File: config.mk
export PLATFORM = sky130hd
export DESIGN_NAME = uart_tx_feeder
export DESIGN_NICKNAME = d
export VERILOG_FILES = /design/src/rtl/uart_pkg.sv /design/src/rtl/sync_fifo.sv /design/src/rtl/uart_tx_feeder.sv
export SDC_FILE = /design/constraint.sdc
export NUM_CORES = 1
export LEC_CHECK = 0
export ABC_AREA = 1
export CAP_MARGIN = 20
export CORE_ASPECT_RATIO = 0.7
export CORE_MARGIN = 3
export CORE_UTILIZATION = 50
export DETAILED_ROUTE_END_ITERATION = 10
export GPL_TIMING_DRIVEN = 0
export HOLD_SLACK_MARGIN = 0.15
export PLACE_DENSITY = 0.71
export SKIP_CTS_REPAIR_TIMING = 1
export SYNTH_ARGS = -nofsm -noshare
export SYNTH_HDL_FRONTEND = slang
export SYNTH_SLANG_ARGS = --single-unit
File: constraint.sdc
create_clock -name clk -period 4.4 [get_ports clk]
set_clock_uncertainty 0.1 [all_clocks]
set_input_delay 0.66 -clock clk [delete_from_list [all_inputs] [get_ports clk]]
set_output_delay 0.66 -clock clk [all_outputs]
set_load 0.02 [all_outputs]
File: src/rtl/uart_pkg.sv
// uart_pkg: shared byte width and transmit sequencer state encoding
package uart_pkg;
    localparam int BYTE_W = 8;
    typedef enum logic [1:0] {
        IDLE = 2'd0,
        SEND = 2'd1,
        WAIT = 2'd2,
        GAP  = 2'd3
    } tx_state_t;
endpackage

File: src/rtl/sync_fifo.sv
// sync_fifo: register-array FIFO with registered count/full/empty and sticky overflow
module sync_fifo #(
    parameter int DEPTH = 16,
    parameter int WIDTH = 8,
    parameter int AW    = $clog2(DEPTH)
) (
    input  logic             clk,
    input  logic             resetn,
    input  logic             wr_en,
    input  logic [WIDTH-1:0] wr_data,
    input  logic             rd_en,
    output logic [WIDTH-1:0] rd_data,
    output logic             full,
    output logic             empty,
    output logic [AW:0]      count,
    output logic             overflow
);
    localparam int CW = AW + 1;
    logic [WIDTH-1:0] mem [DEPTH];
    logic [AW-1:0]    wptr;
    logic [AW-1:0]    rptr;
    logic             push;
    logic             pop;
    logic [AW:0]      count_n;
    // a pop frees a slot in the same cycle, so a write at full is still taken
    assign pop     = rd_en && !empty;
    assign push    = wr_en && (!full || pop);
    assign count_n = count + CW'(push) - CW'(pop);
    assign rd_data = mem[rptr];
    // storage needs no reset: entries are only read while counted as valid
    always_ff @(posedge clk) begin
        if (push) mem[wptr] <= wr_data;
    end
    // pointers, occupancy, flags; overflow latches until reset
    always_ff @(posedge clk) begin
        if (!resetn) begin
            wptr     <= '0;
            rptr     <= '0;
            count    <= '0;
            full     <= 1'b0;
            empty    <= 1'b1;
            overflow <= 1'b0;
        end else begin
            if (push) wptr <= wptr + AW'(1);
            if (pop) rptr <= rptr + AW'(1);
            count <= count_n;
            full  <= count_n == CW'(DEPTH);
            empty <= count_n == '0;
            if (wr_en && !push) overflow <= 1'b1;
        end
    end
endmodule

File: src/rtl/uart_tx_feeder.sv
// uart_tx_feeder: buffers bytes and feeds them one frame at a time to uart_tx_8n1
module uart_tx_feeder import uart_pkg::*; #(
    parameter int DEPTH = 16,
    parameter int AW    = $clog2(DEPTH)
) (
    input  logic              clk,
    input  logic              resetn,
    input  logic              wr_en,
    input  logic [BYTE_W-1:0] wr_data,
    output logic              full,
    output logic              empty,
    output logic [AW:0]       count,
    output logic              overflow,
    output logic              busy,
    output logic [BYTE_W-1:0] txbyte,
    output logic              senddata,
    input  logic              txdone
);
    tx_state_t         state;
    tx_state_t         state_n;
    logic              pop;
    logic [BYTE_W-1:0] rd_data;
    sync_fifo #(.DEPTH(DEPTH), .WIDTH(BYTE_W), .AW(AW)) u_fifo (
        .clk      (clk),
        .resetn   (resetn),
        .wr_en    (wr_en),
        .wr_data  (wr_data),
        .rd_en    (pop),
        .rd_data  (rd_data),
        .full     (full),
        .empty    (empty),
        .count    (count),
        .overflow (overflow)
    );
    // state register; txbyte captured only on a pop so it holds through the frame
    always_ff @(posedge clk) begin
        if (!resetn) begin
            state  <= IDLE;
            txbyte <= '0;
        end else begin
            state <= state_n;
            if (pop) txbyte <= rd_data;
        end
    end
    // next state and outputs; GAP lets the transmitter settle back to idle
    always_comb begin
        state_n  = state;
        pop      = 1'b0;
        senddata = state == SEND;
        busy     = state != IDLE;
        case (state)
            IDLE: begin
                pop     = !empty;
                state_n = empty ? IDLE : SEND;
            end
            SEND: state_n = WAIT;
            WAIT: state_n = txdone ? GAP : WAIT;
            GAP:  state_n = IDLE;
        endcase
    end
endmodule

==> out/summary.log, run 1 <==
[clock_network] cts bufs inserted 17
[hold_path] startpoint of the most critical hold path u_fifo.overflow
[timing] shortest period the worst path allows 2.996 ns
[worst_setup_path] launching instance or port of the critical path state[0]
[synthesis] top cells by instance count after synthesis sky130_fd_sc_hd__nand2_1, sky130_fd_sc_hd__edfxtp_1, sky130_fd_sc_hd__nand3_1, sky130_fd_sc_hd__nor2_1, sky130_fd_sc_hd__inv_1
[synthesis] main combinational cell family by area after synthesis simple AND/OR/NAND/NOR gates
[synthesis] count of yosys warnings during synthesis 0
[die] width of the die 142.1 um
[synthesis] simple logic cell fraction of the synthesized area 22.31%
[timing] crit share post-route 68.08%
[detailed_routing] wire per inst 19.50 um
[cells_and_area] post-layout net count 677
[synthesis] number of synthesized register bits 154
[detailed_routing] First DRT Iteration DRCs 529
[detailed_routing] detailed-route DRC error count 0
[die] Ports 30
[clock_network] Clock Tree Root sky130_fd_sc_hd__clkbuf_16
[die] initial cell density of the core 51.67%
[detailed_routing] Via-to-Cell Ratio 5.556
[worst_setup_path] biggest fanout along the worst timing path 10
[timing] Total Neg Setup Slack 0 ns
[die] area enclosed by the die boundary 14390 um^2
[detailed_routing] number of nets with antenna violations after detailed routing 0
[place] number of port buffers 29
[clock_network] insertion delay to the later sink of the worst-skew pair 0.43 ns
[synthesis] most frequently used cell type in the post-synthesis netlist sky130_fd_sc_hd__nand2_1
[power_and_ir_drop] overall power of the completed layout 0.004714 W
[power_and_ir_drop] Leakage Power 2.949 nW
[clock_network] buffers from clock root to sink, at most 2
[clock_network] clock tree from TritonCTS yes
[synthesis] Post-Synthesis Cell Area 6484 um^2
[timing] Worst Slack Setup Final 1.404 ns
[clock_network] TritonCTS sink count 154
[worst_setup_path] crit path kind reg -> reg
[cells_and_area] ant diodes 0
[synthesis] Avg Inst Size Synth 10.77 um^2
[synthesis] count of different cell masters after synthesis 22
[synthesis] dominant cells by area after synthesis sky130_fd_sc_hd__edfxtp_1, sky130_fd_sc_hd__nand2_1, sky130_fd_sc_hd__nand3_1, sky130_fd_sc_hd__dfxtp_1, sky130_fd_sc_hd__ha_1
[worst_setup_path] FF-to-FF Start state[0]
[worst_setup_path] Critical Path AT 3.25 ns
[synthesis] xor and xnor fraction of the mapped netlist area 0.4052%
[cells_and_area] area added between synthesis and finish 16.79%
[timing] final slew viol count 0
[synthesis] cell taking the most area after synthesis sky130_fd_sc_hd__edfxtp_1
[timing] worst hold margin 0.3725 ns
[die] core area 12550 um^2
[global_route] GR Overflow Total 0
[detailed_routing] routed wire length 16090 um
[outcome] result of the run finished, final reports clean
[timing] relative slew slack 40.25%
[synthesis] area fraction in compound gates after synthesis 1.274%
[place] total half-perimeter wirelength after legalization and detailed placement 10960 um
[detailed_routing] routed via count 4584
[flow_run] # Max-Cap Violations 0
[timing] final setup fails 0
[worst_setup_path] Worst EP required 4.65 ns
[die] Die Ht 101.3 um
[place] final estimated routing congestion in global placement 0.9168
[hold_path] type of the worst min-delay path reg -> reg
[timing] RSZ-0062 raised after global routing false
[global_route] Tot GR Track Use 23.30%
[synthesis] Gate Count Post-Synth 602
[timing] endpoints failing hold 0
[global_route] pin count of the biggest net entering global routing 17
[place] minimum setup slack after placement 1.442 ns
[power_and_ir_drop] worst vdd ir 0.3581 mV
[clock_network] clk slew on worst S/H paths 0.06 ns
[global_route] number of global-route vias before repair 4328
[worst_setup_path] CP Launch Type register
[synthesis] Post-synth EDFFs 128
[worst_setup_path] critical path capture point type register
[global_route] initial antenna violation count 0
[timing] achievable clock frequency 333.8 MHz
[synthesis] Async SR Flop Fraction 0%
[cells_and_area] total of fill cells in the finished design 997
[synthesis] post-synth top area share 59.28%
[power_and_ir_drop] power density over the cells 622.6 nW/um^2
[detailed_routing] Detailed Routing Iterations Pass 1 5
[global_route] wire length of the first global-routing pass 24430 um
[synthesis] Post-Synthesis Net Count 629
[synthesis] portion of netlist area occupied by mux cells 0%
[die] standard-cell rows 34
[synthesis] flip-flop cell with the highest count after synthesis sky130_fd_sc_hd__edfxtp_1
[synthesis] fraction of the mapped netlist area in adder cells 3.010%
[timing] pin slew with the least headroom to its limit 0.8930 ns
[cells_and_area] layout cells sized above 1 9.653%
[clock_network] deepest level of the CTS H-tree 4
[synthesis] share of synthesized area occupied by flip-flops and latches 67.31%
[state kept, by name, indices dropped and copies added (netlist names)]
signal and count:
u_fifo.rptr 4, txbyte 8, u_fifo.full 1, state 2, u_fifo.mem 128, u_fifo.overflow 1
u_fifo.empty 1, u_fifo.wptr 4, u_fifo.count 5
[where the power goes]
part           internal (W)  total, W  switching (W)
clock              0.000877   0.00145       0.000572
sequential          0.00169   0.00175      0.0000601
combinational      0.000550   0.00152       0.000970
total               0.00311   0.00471        0.00160
[worst max-delay path: stages (launching register included)]
cell and delay, ns:
sky130_fd_sc_hd__dfxtp_1 0.33, sky130_fd_sc_hd__inv_1 0.08, sky130_fd_sc_hd__ha_1 0.23, sky130_fd_sc_hd__nand2_1 0.22
sky130_fd_sc_hd__inv_2 0.05, sky130_fd_sc_hd__buf_2 0.19, sky130_fd_sc_hd__buf_4 0.21, sky130_fd_sc_hd__ha_1 0.28
sky130_fd_sc_hd__inv_1 0.03, sky130_fd_sc_hd__ha_1 0.19, sky130_fd_sc_hd__fa_1 0.42, sky130_fd_sc_hd__xor2_1 0.18
sky130_fd_sc_hd__nor3_1 0.14, sky130_fd_sc_hd__nand2_1 0.12, sky130_fd_sc_hd__nor3_1 0.14
[routing by layer]
metal	part of all wire, %	global-route usage (%)	wire [um]
met3	10	6.843	1609
met5	0	0	0
met4	1.2	5.605	191
met2	44	33.16	7036
met1	45	35.43	7251
[final timing paths]
| kind | depth (start not counted) | end | slack (ns) |
|---|---|---|---|
| worst max-delay path | 14 | u_fifo.full | 1.40 |
| worst min-delay path | 2 | u_fifo.overflow | 0.37 |
| worst max register to register | 14 | u_fifo.full | 1.40 |
| worst min register to register | 2 | u_fifo.overflow | 0.37 |
[cell usage in the layout, fill, tap and decap left out]
cell,Yosys,routed
sky130_fd_sc_hd__clkinv_4,0,2
sky130_fd_sc_hd__clkinv_2,0,2
sky130_fd_sc_hd__inv_2,8,8
sky130_fd_sc_hd__xor2_1,3,3
sky130_fd_sc_hd__o21ai_0,1,1
sky130_fd_sc_hd__nand2_1,191,191
sky130_fd_sc_hd__dfxtp_1,26,26
sky130_fd_sc_hd__a211oi_1,1,1
sky130_fd_sc_hd__buf_4,1,1
sky130_fd_sc_hd__nand4_1,1,1
sky130_fd_sc_hd__nor2_1,39,39
sky130_fd_sc_hd__nor4_1,1,1
sky130_fd_sc_hd__edfxtp_1,128,128
sky130_fd_sc_hd__clkdlybuf4s50_1,0,29
sky130_fd_sc_hd__fa_1,1,1
sky130_fd_sc_hd__a21oi_1,11,11
sky130_fd_sc_hd__inv_4,1,1
sky130_fd_sc_hd__clkinvlp_4,0,3
sky130_fd_sc_hd__ha_1,14,14
sky130_fd_sc_hd__nand3_1,111,111
sky130_fd_sc_hd__buf_6,12,12
sky130_fd_sc_hd__clkinv_1,0,1
sky130_fd_sc_hd__inv_1,30,30
sky130_fd_sc_hd__bufinv_16,0,1
sky130_fd_sc_hd__clkbuf_16,0,20
sky130_fd_sc_hd__nor3_1,3,3
sky130_fd_sc_hd__o21ai_1,3,3
sky130_fd_sc_hd__buf_2,14,14
sky130_fd_sc_hd__clkbuf_1,2,5
[kinds of logic (layout without fill, tap and decap cells)]
family                     count (synthesis)  after routing
and+or+nand+nor                          346            346
DFF                                      154            154
buffers and inverters                     68            129
AOI/OAI and AO/OA                         16             16
adders and majority gates                 15             15
xor gates and xnor gates                   3              3
[cell type report]
class	instances	area [um^2]	share of cell area, %
flip-flops and latches	154	4364	57.63
multi-input cells	380	1750	23.12
clock buffers	23	511.7	6.758
repair buffers	29	290.3	3.833
plain buffers	29	220.2	2.908
well taps	162	202.7	2.677
inverters	39	148.9	1.966
clock inverters	9	83.83	1.107
[through the flow]
| step | util [%] | instance area [um^2] | instances |
|---|---|---|---|
| after global routing | 60.34 | 7572 | 825 |
| after CTS | 60.34 | 7572 | 825 |
| final | 60.34 | 7572 | 825 |
| after detailed placement | 55.59 | 6977 | 793 |
| after global placement | 55.59 | 6977 | 793 |
| after floorplan | - | 6484 | 602 |
No activity file was read; power rests on OpenSTA's default activity.
==> run 2: changes to the inputs <==
- clock period: 4.4 -> 3.1 ns (I/O delays scaled with it)
==> run 2 against run 1 <==
Effect of this change:
- first-iteration DRC count increased by 6.4%
- core utilization up 0.12 points
- worst hold slack got worse by 0.0031 ns
- critical path type unchanged
==> out/summary.log, run 2 (synthesized netlist as in run 1, its figures left out) <==
[power_and_ir_drop] power density over the cells 886.2 nW/um^2 [was 622.6 nW/um^2]
[power_and_ir_drop] fraction of power spent switching nets 34.13% [was 33.97%]
[cells_and_area] FF/Latch Area 4364 um^2 [unchanged]
[timing] pin slew with the least headroom to its limit 0.8682 ns [was 0.8930 ns]
[global_route] initial antenna violation count 0 [unchanged]
[timing] final slew viol count 0 [unchanged]
[detailed_routing] number of nets with antenna violations after detailed routing 0 [unchanged]
[die] Die Ht 101.3 um [unchanged]
[worst_setup_path] Worst EP required 3.36 ns [was 4.65 ns]
[timing] endpoints failing hold 0 [unchanged]
[detailed_routing] met2 wire length 7052 um [was 7036 um]
[die] area enclosed by the die boundary 14390 um^2 [unchanged]
[place] total half-perimeter wirelength after legalization and detailed placement 10960 um [unchanged]
[place] final estimated routing congestion in global placement 0.9168 [unchanged]
[clock_network] Clock Tree Root sky130_fd_sc_hd__clkbuf_16 [unchanged]
[outcome] result of the run finished, final reports clean [unchanged]
[detailed_routing] met3 wirelength from detailed routing 1601 um [was 1609 um]
[worst_setup_path] critical path capture point type register [unchanged]
[cells_and_area] area added between synthesis and finish 17.02% [was 16.79%]
[worst_setup_path] crit path kind reg -> reg [unchanged]
[global_route] wire length of the first global-routing pass 24430 um [unchanged]
[detailed_routing] detailed-route DRC error count 0 [unchanged]
[cells_and_area] total of fill cells in the finished design 995 [was 997]
[clock_network] deepest level of the CTS H-tree 4 [unchanged]
[detailed_routing] Max Used Layer met4 [unchanged]
[global_route] pin count of the biggest net entering global routing 17 [unchanged]
[die] core area 12550 um^2 [unchanged]
[die] width of the die 142.1 um [unchanged]
[detailed_routing] routed wire length 16170 um [was 16090 um]
[cells_and_area] ant diodes 0 [unchanged]
[timing] crit share post-route 92.21% [was 68.08%]
[power_and_ir_drop] switching power total 0.002295 W [was 0.001601 W]
[cells_and_area] Layout Utilization 60.46% [was 60.34%]
[detailed_routing] Detailed Routing Iterations Pass 1 5 [unchanged]
[detailed_routing] wire per inst 19.60 um [was 19.50 um]
[cells_and_area] registers with the most flip-flops u_fifo.mem (128), txbyte (8), u_fifo.count (5) [unchanged]
[timing] Total Neg Setup Slack 0 ns [unchanged]
[global_route] GR Overflow Total 0 [unchanged]
[timing] final setup fails 0 [unchanged]
[die] standard-cell rows 34 [unchanged]
[worst_setup_path] Critical Path AT 3.12 ns [was 3.25 ns]
[cells_and_area] max FFs per register 128 [unchanged]
[global_route] number of global-route vias before repair 4328 [unchanged]
[clock_network] clk slew on worst S/H paths 0.06 ns [about the same]
[place] number of port buffers 29 [unchanged]
[die] Ports 30 [unchanged]
[clock_network] insertion delay to the later sink of the worst-skew pair 0.43 ns [about the same]
[clock_network] clock tree from TritonCTS yes [unchanged]
[timing] shortest period the worst path allows 2.858 ns [was 2.996 ns]
[die] initial cell density of the core 51.67% [unchanged]
[timing] relative slew slack 41.91% [was 40.25%]
[detailed_routing] met1 routed wirelength after detailed routing 7302 um [was 7251 um]
[cells_and_area] post-layout net count 677 [unchanged]
[cells_and_area] register with the most flip-flops u_fifo.mem [unchanged]
[cells_and_area] layout cells sized above 1 10.11% [was 9.653%]
[cells_and_area] area taken by multi-input logic gates 1765 um^2 [was 1750 um^2]
[flow_run] # Max-Cap Violations 0 [unchanged]
[worst_setup_path] biggest fanout along the worst timing path 10 [unchanged]
[power_and_ir_drop] overall power of the completed layout 0.006724 W [was 0.004714 W]
[cells_and_area] most frequent standard cell in the layout excluding fill and tap cells sky130_fd_sc_hd__nand2_1 [unchanged]
[detailed_routing] routed via count 4610 [was 4584]
[power_and_ir_drop] part of the power in combinational logic 32.5% [was 32.2%]
[clock_network] buffers from clock root to sink, at most 2 [unchanged]
[power_and_ir_drop] Leakage Power 2.953 nW [was 2.949 nW]
[timing] achievable clock frequency 349.9 MHz [was 333.8 MHz]
[global_route] Tot GR Track Use 23.30% [unchanged]
[power_and_ir_drop] worst vdd ir 0.5053 mV [was 0.3581 mV]
[detailed_routing] First DRT Iteration DRCs 563 [was 529]
[detailed_routing] Via-to-Cell Ratio 5.588 [was 5.556]
[power_and_ir_drop] register share of total power 36.9% [was 37.0%]
[power_and_ir_drop] clock network power share 30.6% [was 30.7%]
[hold_path] type of the worst min-delay path reg -> reg [unchanged]
[clock_network] cts bufs inserted 17 [unchanged]
[cells_and_area] highest-count cells in the layout ignoring fill and taps sky130_fd_sc_hd__nand2_1, sky130_fd_sc_hd__edfxtp_1, sky130_fd_sc_hd__nand3_1, sky130_fd_sc_hd__nor2_1, sky130_fd_sc_hd__inv_1 [unchanged]
[timing] RSZ-0062 raised after global routing false [unchanged]
[worst_setup_path] CP Launch Type register [unchanged]
[power_and_ir_drop] cell internal pwr 0.004429 W [was 0.003113 W]
[clock_network] TritonCTS sink count 154 [unchanged]
-- run 2: power groups by stage --
stage / Combinational (W) / Clock, W / Sequential, W
2_1_floorplan: 0.00134 / 0 / 0.00259
3_3_place_gp: 0.00206 / 0 / 0.00251
3_5_place_dp: 0.00211 / 0 / 0.00252
4_1_cts: 0.00213 / 0.00206 / 0.00248
5_1_grt: 0.00242 / 0.00216 / 0.00249
6_report: 0.00219 / 0.00206 / 0.00248
-- run 2: final cells by class --
type                       count  share of cell area (%)
buffer                        29                   2.902
clock buffer                  23                   6.745
clock inverter                 9                   1.105
inverter                      39                   1.962
multi-input combinational    380                   23.27
sequential                   154                   57.52
tap                          162                   2.671
timing repair buffer          29                   3.826
-- run 2: final timing paths --
path / startpoint / to / slack, ns / depth (start not counted)
setup / recovery: state[0] / u_fifo.empty / 0.24 / 13
hold / removal: u_fifo.overflow / u_fifo.overflow / 0.37 / 2
setup reg to reg: state[0] / u_fifo.empty / 0.24 / 13
hold reg to reg: u_fifo.overflow / u_fifo.overflow / 0.37 / 2
-- run 2: worst max-delay path, cell delays in order, from the launching register on --
cell and delay (ns):
sky130_fd_sc_hd__dfxtp_1 0.31, sky130_fd_sc_hd__inv_1 0.10, sky130_fd_sc_hd__ha_1 0.26, sky130_fd_sc_hd__nand2_4 0.10, sky130_fd_sc_hd__inv_2 0.06, sky130_fd_sc_hd__buf_2 0.22, sky130_fd_sc_hd__buf_4 0.24, sky130_fd_sc_hd__ha_1 0.25
sky130_fd_sc_hd__inv_1 0.05, sky130_fd_sc_hd__ha_1 0.17, sky130_fd_sc_hd__fa_2 0.45, sky130_fd_sc_hd__nor3_1 0.20, sky130_fd_sc_hd__nand2_1 0.13, sky130_fd_sc_hd__a21oi_1 0.14
-- run 2: per-stage QoR --
stage	setup WS, ns	hold slack (ns)	cells	area, um^2
4_1_cts	0.1178	0.3723	825	7572
5_1_grt	0.06203	0.3902	825	7587
2_1_floorplan	0.5077	0.3811	602	6484
6_report	0.2416	0.3693	825	7587
3_5_place_dp	0.1419	0.3644	793	6977
3_3_place_gp	0.2088	0.3359	793	6977
-- run 2: metal layers --
layer / track usage (%) / vias to the layer above
li1: - / 2139
met1: 35.43 / 2230
met2: 33.16 / 218
met3: 6.843 / 23
met4: 5.605 / 0
met5: 0 / -
